--- config.mk ---
export PLATFORM = sky130hd
export DESIGN_NAME = wb_block_master
export DESIGN_NICKNAME = d
export VERILOG_FILES = /design/src/rtl/wb_block_master.sv
export SDC_FILE = /design/constraint.sdc
export NUM_CORES = 1
export LEC_CHECK = 0
export ABC_AREA = 1
export BUFFER_PORTS_ARGS = -buffer_cell sky130_fd_sc_hd__buf_2
export CAP_MARGIN = 5
export CELL_PAD_IN_SITES_DETAIL_PLACEMENT = 0
export CELL_PAD_IN_SITES_GLOBAL_PLACEMENT = 2
export CORE_UTILIZATION = 27
export CTS_CLUSTER_SIZE = 10
export DETAILED_ROUTE_END_ITERATION = 12
export PLACE_DENSITY = 0.87
export SYNTH_ARGS = -nofsm -noshare
export SYNTH_HDL_FRONTEND = slang
export SYNTH_SLANG_ARGS = --single-unit
export TNS_END_PERCENT = 10
--- constraint.sdc ---
create_clock -name clk -period 4.93 [get_ports clk]
set_input_delay 0.7395 -clock clk [delete_from_list [all_inputs] [get_ports clk]]
set_output_delay 0.7395 -clock clk [all_outputs]
set_load 0.005 [all_outputs]
--- src/rtl/wb_block_master.sv ---
// Wishbone classic initiator: one block command becomes a run of single-word reads or writes.
// stb rises the cycle after the command (read) or write word; stalls in FETCH/PUSH follow wdat/rdat valid-ready.
module wb_block_master #(
  parameter int LEN_W   = 8,
  parameter int TIMEOUT = 64
) (
  input  logic             clk,
  input  logic             rst,
  input  logic             cmd_valid,
  output logic             cmd_ready,
  input  logic             cmd_we,
  input  logic [31:0]      cmd_addr,
  input  logic [LEN_W-1:0] cmd_len,
  input  logic             wdat_valid,
  output logic             wdat_ready,
  input  logic [31:0]      wdat,
  output logic             rdat_valid,
  input  logic             rdat_ready,
  output logic [31:0]      rdat,
  output logic             busy,
  output logic             done,
  output logic             err,
  output logic             wbm_cyc_o,
  output logic             wbm_stb_o,
  output logic             wbm_we_o,
  output logic [3:0]       wbm_sel_o,
  output logic [31:0]      wbm_adr_o,
  output logic [31:0]      wbm_dat_o,
  input  logic [31:0]      wbm_dat_i,
  input  logic             wbm_ack_i
);

  localparam int CNT_W = $clog2(TIMEOUT);

  typedef enum logic [2:0] {
    S_IDLE,
    S_FETCH,
    S_BUS,
    S_PUSH,
    S_FIN
  } state_t;

  state_t             state;
  state_t             state_nx;
  logic               we_q;
  logic [LEN_W-1:0]   remain;
  logic [CNT_W-1:0]   tmo_cnt;
  logic               tmo_hit;
  logic               last_word;
  logic               addr_lsb_unused;

  assign addr_lsb_unused = ^cmd_addr[1:0];
  assign tmo_hit   = (tmo_cnt == CNT_W'(TIMEOUT - 1));
  assign last_word = (remain == LEN_W'(1));

  assign cmd_ready  = (state == S_IDLE);
  assign busy       = (state != S_IDLE);
  assign wdat_ready = (state == S_FETCH);
  assign rdat_valid = (state == S_PUSH);
  assign wbm_cyc_o  = (state == S_BUS);
  assign wbm_stb_o  = (state == S_BUS);
  assign wbm_we_o   = (state == S_BUS) && we_q;
  assign wbm_sel_o  = (state == S_BUS) ? 4'hF : 4'h0;

  always_ff @(posedge clk) begin
    if (rst) state <= S_IDLE;
    else     state <= state_nx;
  end

  always_comb begin
    state_nx = state;
    case (state)
      S_IDLE: begin
        if (cmd_valid) begin
          if (cmd_len == '0) state_nx = S_FIN;
          else if (cmd_we)   state_nx = S_FETCH;
          else               state_nx = S_BUS;
        end
      end
      S_FETCH: begin
        if (wdat_valid) state_nx = S_BUS;
      end
      S_BUS: begin
        // ack wins over a timeout landing on the same cycle
        if (wbm_ack_i) begin
          if (!we_q)          state_nx = S_PUSH;
          else if (last_word) state_nx = S_FIN;
          else                state_nx = S_FETCH;
        end else if (tmo_hit) begin
          state_nx = S_FIN;
        end
      end
      S_PUSH: begin
        if (rdat_ready) state_nx = (remain == '0) ? S_FIN : S_BUS;
      end
      S_FIN:   state_nx = S_IDLE;
      default: state_nx = S_IDLE;
    endcase
  end

  always_ff @(posedge clk) begin
    if (rst) begin
      we_q      <= 1'b0;
      remain    <= '0;
      tmo_cnt   <= '0;
      done      <= 1'b0;
      err       <= 1'b0;
      rdat      <= '0;
      wbm_adr_o <= '0;
      wbm_dat_o <= '0;
    end else begin
      done    <= (state == S_FIN);
      tmo_cnt <= '0;
      case (state)
        S_IDLE: begin
          if (cmd_valid) begin
            we_q      <= cmd_we;
            wbm_adr_o <= {cmd_addr[31:2], 2'b00};
            remain    <= cmd_len;
            err       <= 1'b0;
          end
        end
        S_FETCH: begin
          if (wdat_valid) wbm_dat_o <= wdat;
        end
        S_BUS: begin
          if (wbm_ack_i) begin
            remain    <= remain - LEN_W'(1);
            wbm_adr_o <= wbm_adr_o + 32'd4;
            if (!we_q) rdat <= wbm_dat_i;
          end else if (tmo_hit) begin
            err <= 1'b1;
          end else begin
            tmo_cnt <= tmo_cnt + CNT_W'(1);
          end
        end
        default: ;
      endcase
    end
  end

endmodule
==> run metrics <==
Total Neg Setup Slack=0 ns; Synth Cell Area=between 0.005 and 0.006 mm²; CP Class=reg2out; Hold Path Cell Cnt=2; R2R Setup Slk=roughly 2.4 ns; Final WS setup=around 1.8 ns; post-CTS sizing=0; Setup WS pre-CTS=roughly 2.2 ns; Post-CTS Setup Bufs=0; fmax=318 MHz; Main synth FF type=dfxtp_1; Starting Density=0.275; dpl hpwl=about 13000 µm; Hold Path Origin=err; initial antenna violation count=0; Non-Filler Instances=~1300; clock root cell=clkbuf_16; Least-Margin Pin Slew=slightly above 0.9 ns; Syn Area/Cell=6.55 µm²; clk slew on worst S/H paths=approximately 0.060 ns; Leak=3.45 nW; Setup Skew=between 0.01 and 0.015 ns; slew margin rel.=0.383; reg2reg start=state[2]; r2r worst-path depth=8; die area=0.0212 mm²; Placed Cells=between 1000 and 1500; # IOs=220; hold crit path type=reg2reg; Fin. Hold Viols=0; Antenna Nets Post-Route=0; GRT Total Usage=0.172; Worst Path Max Fanout=56; sequential area share after synthesis=0.410; share of cells above drive strength 1=0.253; via count=roughly 5900; area of the multi-input gates=0.00280 mm²; Synth Instances=849; port bufs=roughly 220; Num Clock Sinks=roughly 110; status=finished clean; CP endpoint kind=output pin; Nets=1157; Power Total=between 4 and 5 mW; CTS tree=done; Ys Warns=0; Worst Hold Endpoint=err; #FFs+latches synth=between 100 and 150; routed wire length=between 15000 and 20000 µm; htree depth=4; worst hold slack=approximately 0.47 ns; fillcell total=roughly 2300; largest net degree at the start of global routing=58; Distinct cells, synth=36; Final min period=about 3.1 ns; clk_lat worst skew=~0.42 ns; area grow syn2layout=32.2%; endpoints failing setup=0; Crit. Startpoint=state[1]; register area=0.00228 mm²; Core Area=0.0202 mm²; Post-synth EDFFs=0; GP Congestion=~0.8; Num CTS Buffers=17; hold-fix buffer count after cts=0; drt initial violations=around 250; Inserted Diodes=0; Die Ht=about 150 µm; die width=approximately 150 µm; Max clock buf depth=2; Tcrit/Tclk final=0.637; Worst setup SP type=register; WL per Instance=13.7 µm; RSZ-0062 raised after global routing=false; Peak VDD IR=~0.25 mV; drt first pass iters=4; worst path required time=between 4 and 5 ns; GRT overflow=0; asr flop ratio synth=0; number of global-route vias before repair=~5600; final slew viol count=0; first-pass GRT wire length=just under 30000 µm; DRC=0; Critical R2R Capture=wbm_adr_o[27]; routed vias/inst=roughly 4.5; max_cap viols=0; Cell Pwr Density=roughly 560 mW/mm²; # rows=52; Worst EP arrival=between 2 and 2.5 ns
metal layers:
layer	up-vias	GRT usage	part of all wire
met4	0	0.0511	0.0080
met5	-	0	0
met2	115	0.291	0.48
met1	2694	0.217	0.47
li1	3089	-	-
met3	13	0.0411	0.041
where the power goes:
part | internal (mW) | total, mW | switching [mW]
clock network | 0.748 | 1.23 | 0.486
registers | 1.17 | 1.41 | 0.235
logic | 0.553 | 1.46 | 0.902
cells in the final DEF, fill, tap and decap left out, types with 3 or more instances in the layout:
| cell type | Yosys | final |
|---|---|---|
| buf_4 | 8 | 4 |
| dfxtp_1 | 114 | 114 |
| xor2_1 | 6 | 6 |
| ha_1 | 4 | 4 |
| o21ai_1 | 9 | 9 |
| clkinv_4 | 0 | 4 |
| nor2_1 | 200 | 200 |
| inv_6 | 0 | 3 |
| nand3_1 | 40 | 40 |
| inv_1 | 60 | 59 |
| clkinvlp_4 | 0 | 3 |
| a31oi_1 | 10 | 10 |
| inv_2 | 5 | 6 |
| o21ai_0 | 99 | 99 |
| o21bai_1 | 4 | 4 |
| nand4_1 | 4 | 4 |
| a21oi_1 | 35 | 35 |
| xnor2_1 | 6 | 6 |
| nand2_1 | 184 | 184 |
| buf_2 | 9 | 215 |
| nand2_2 | 3 | 3 |
| nor3_1 | 3 | 3 |
| clkinv_2 | 0 | 3 |
| clkbuf_16 | 0 | 17 |
through the flow:
step                      instance area, µm²  utilization
after floorplan                         5570            -
after global placement                  6770        0.335
after detailed placement                6770        0.335
after CTS                               7350        0.363
after global routing                    7350        0.363
final                                   7350        0.363
state kept, by name, summed over array words and instances, names as in the netlist:
register   flops
err            1
remain         8
tmo_cnt        6
state          3
we_q           1
wbm_adr_o     30
rdat          32
done           1
wbm_dat_o     32
final cells by class:
class / instances / share of cell area
sequential: 114 / 0.310
timing repair buffer: 219 / 0.150
clock inverter: 15 / 0.0216
multi-input combinational: 625 / 0.381
inverter: 65 / 0.0332
clock buffer: 17 / 0.0578
tap: 270 / 0.0459
how the worst max path moves through the flow:
stage	endpoint	slack [ns]
after global placement	wbm_we_o	2.19
after floorplan	wbm_sel_o[0]	2.89
final	wbm_we_o	1.79
after global routing	wbm_we_o	1.59
after detailed placement	wbm_we_o	2.18
after CTS	wbm_we_o	1.73
cell usage after synthesis, types with 3 or more instances:
master,number,area (µm²)
inv_2,5,18.8
o21ai_0,99,495
xor2_1,6,52.6
a31oi_1,10,62.6
buf_2,9,45.0
nor2_1,200,751
nand2_1,184,691
inv_1,60,225
nand3_1,40,200
o21bai_1,4,30.0
nand2_2,3,18.8
o21ai_1,9,45.0
buf_4,8,60.1
clkbuf_2,3,15.0
clkbuf_1,22,82.6
buf_6,3,33.8
dfxtp_1,114,2280
a21oi_1,35,175
nor3_1,3,15.0
xnor2_1,6,52.6
nand4_1,4,25.0
ha_1,4,50.1
cell families (layout without fill, tap and decap cells):
group / after synthesis / after routing / synth area share
XOR/XNOR: 12 / 12 / 0.0189
AND/OR/NAND/NOR: 448 / 448 / 0.326
other: 1 / 2 / 0.000674
AO/OA/AOI/OAI: 159 / 159 / 0.148
adder cells (fa/ha/maj): 4 / 4 / 0.00900
buffers and inverters: 111 / 316 / 0.0870
flip-flops: 114 / 114 / 0.410
critical path, stage by stage (launching register included):
cell	delay, ns
dfxtp_1	0.42
inv_1	0.11
nor3_4	0.16
buf_4	0.53
inv_2	0.43
nor2_1	0.17
buf_2	0.13
Note: power is estimated with default switching activity, not from simulation.
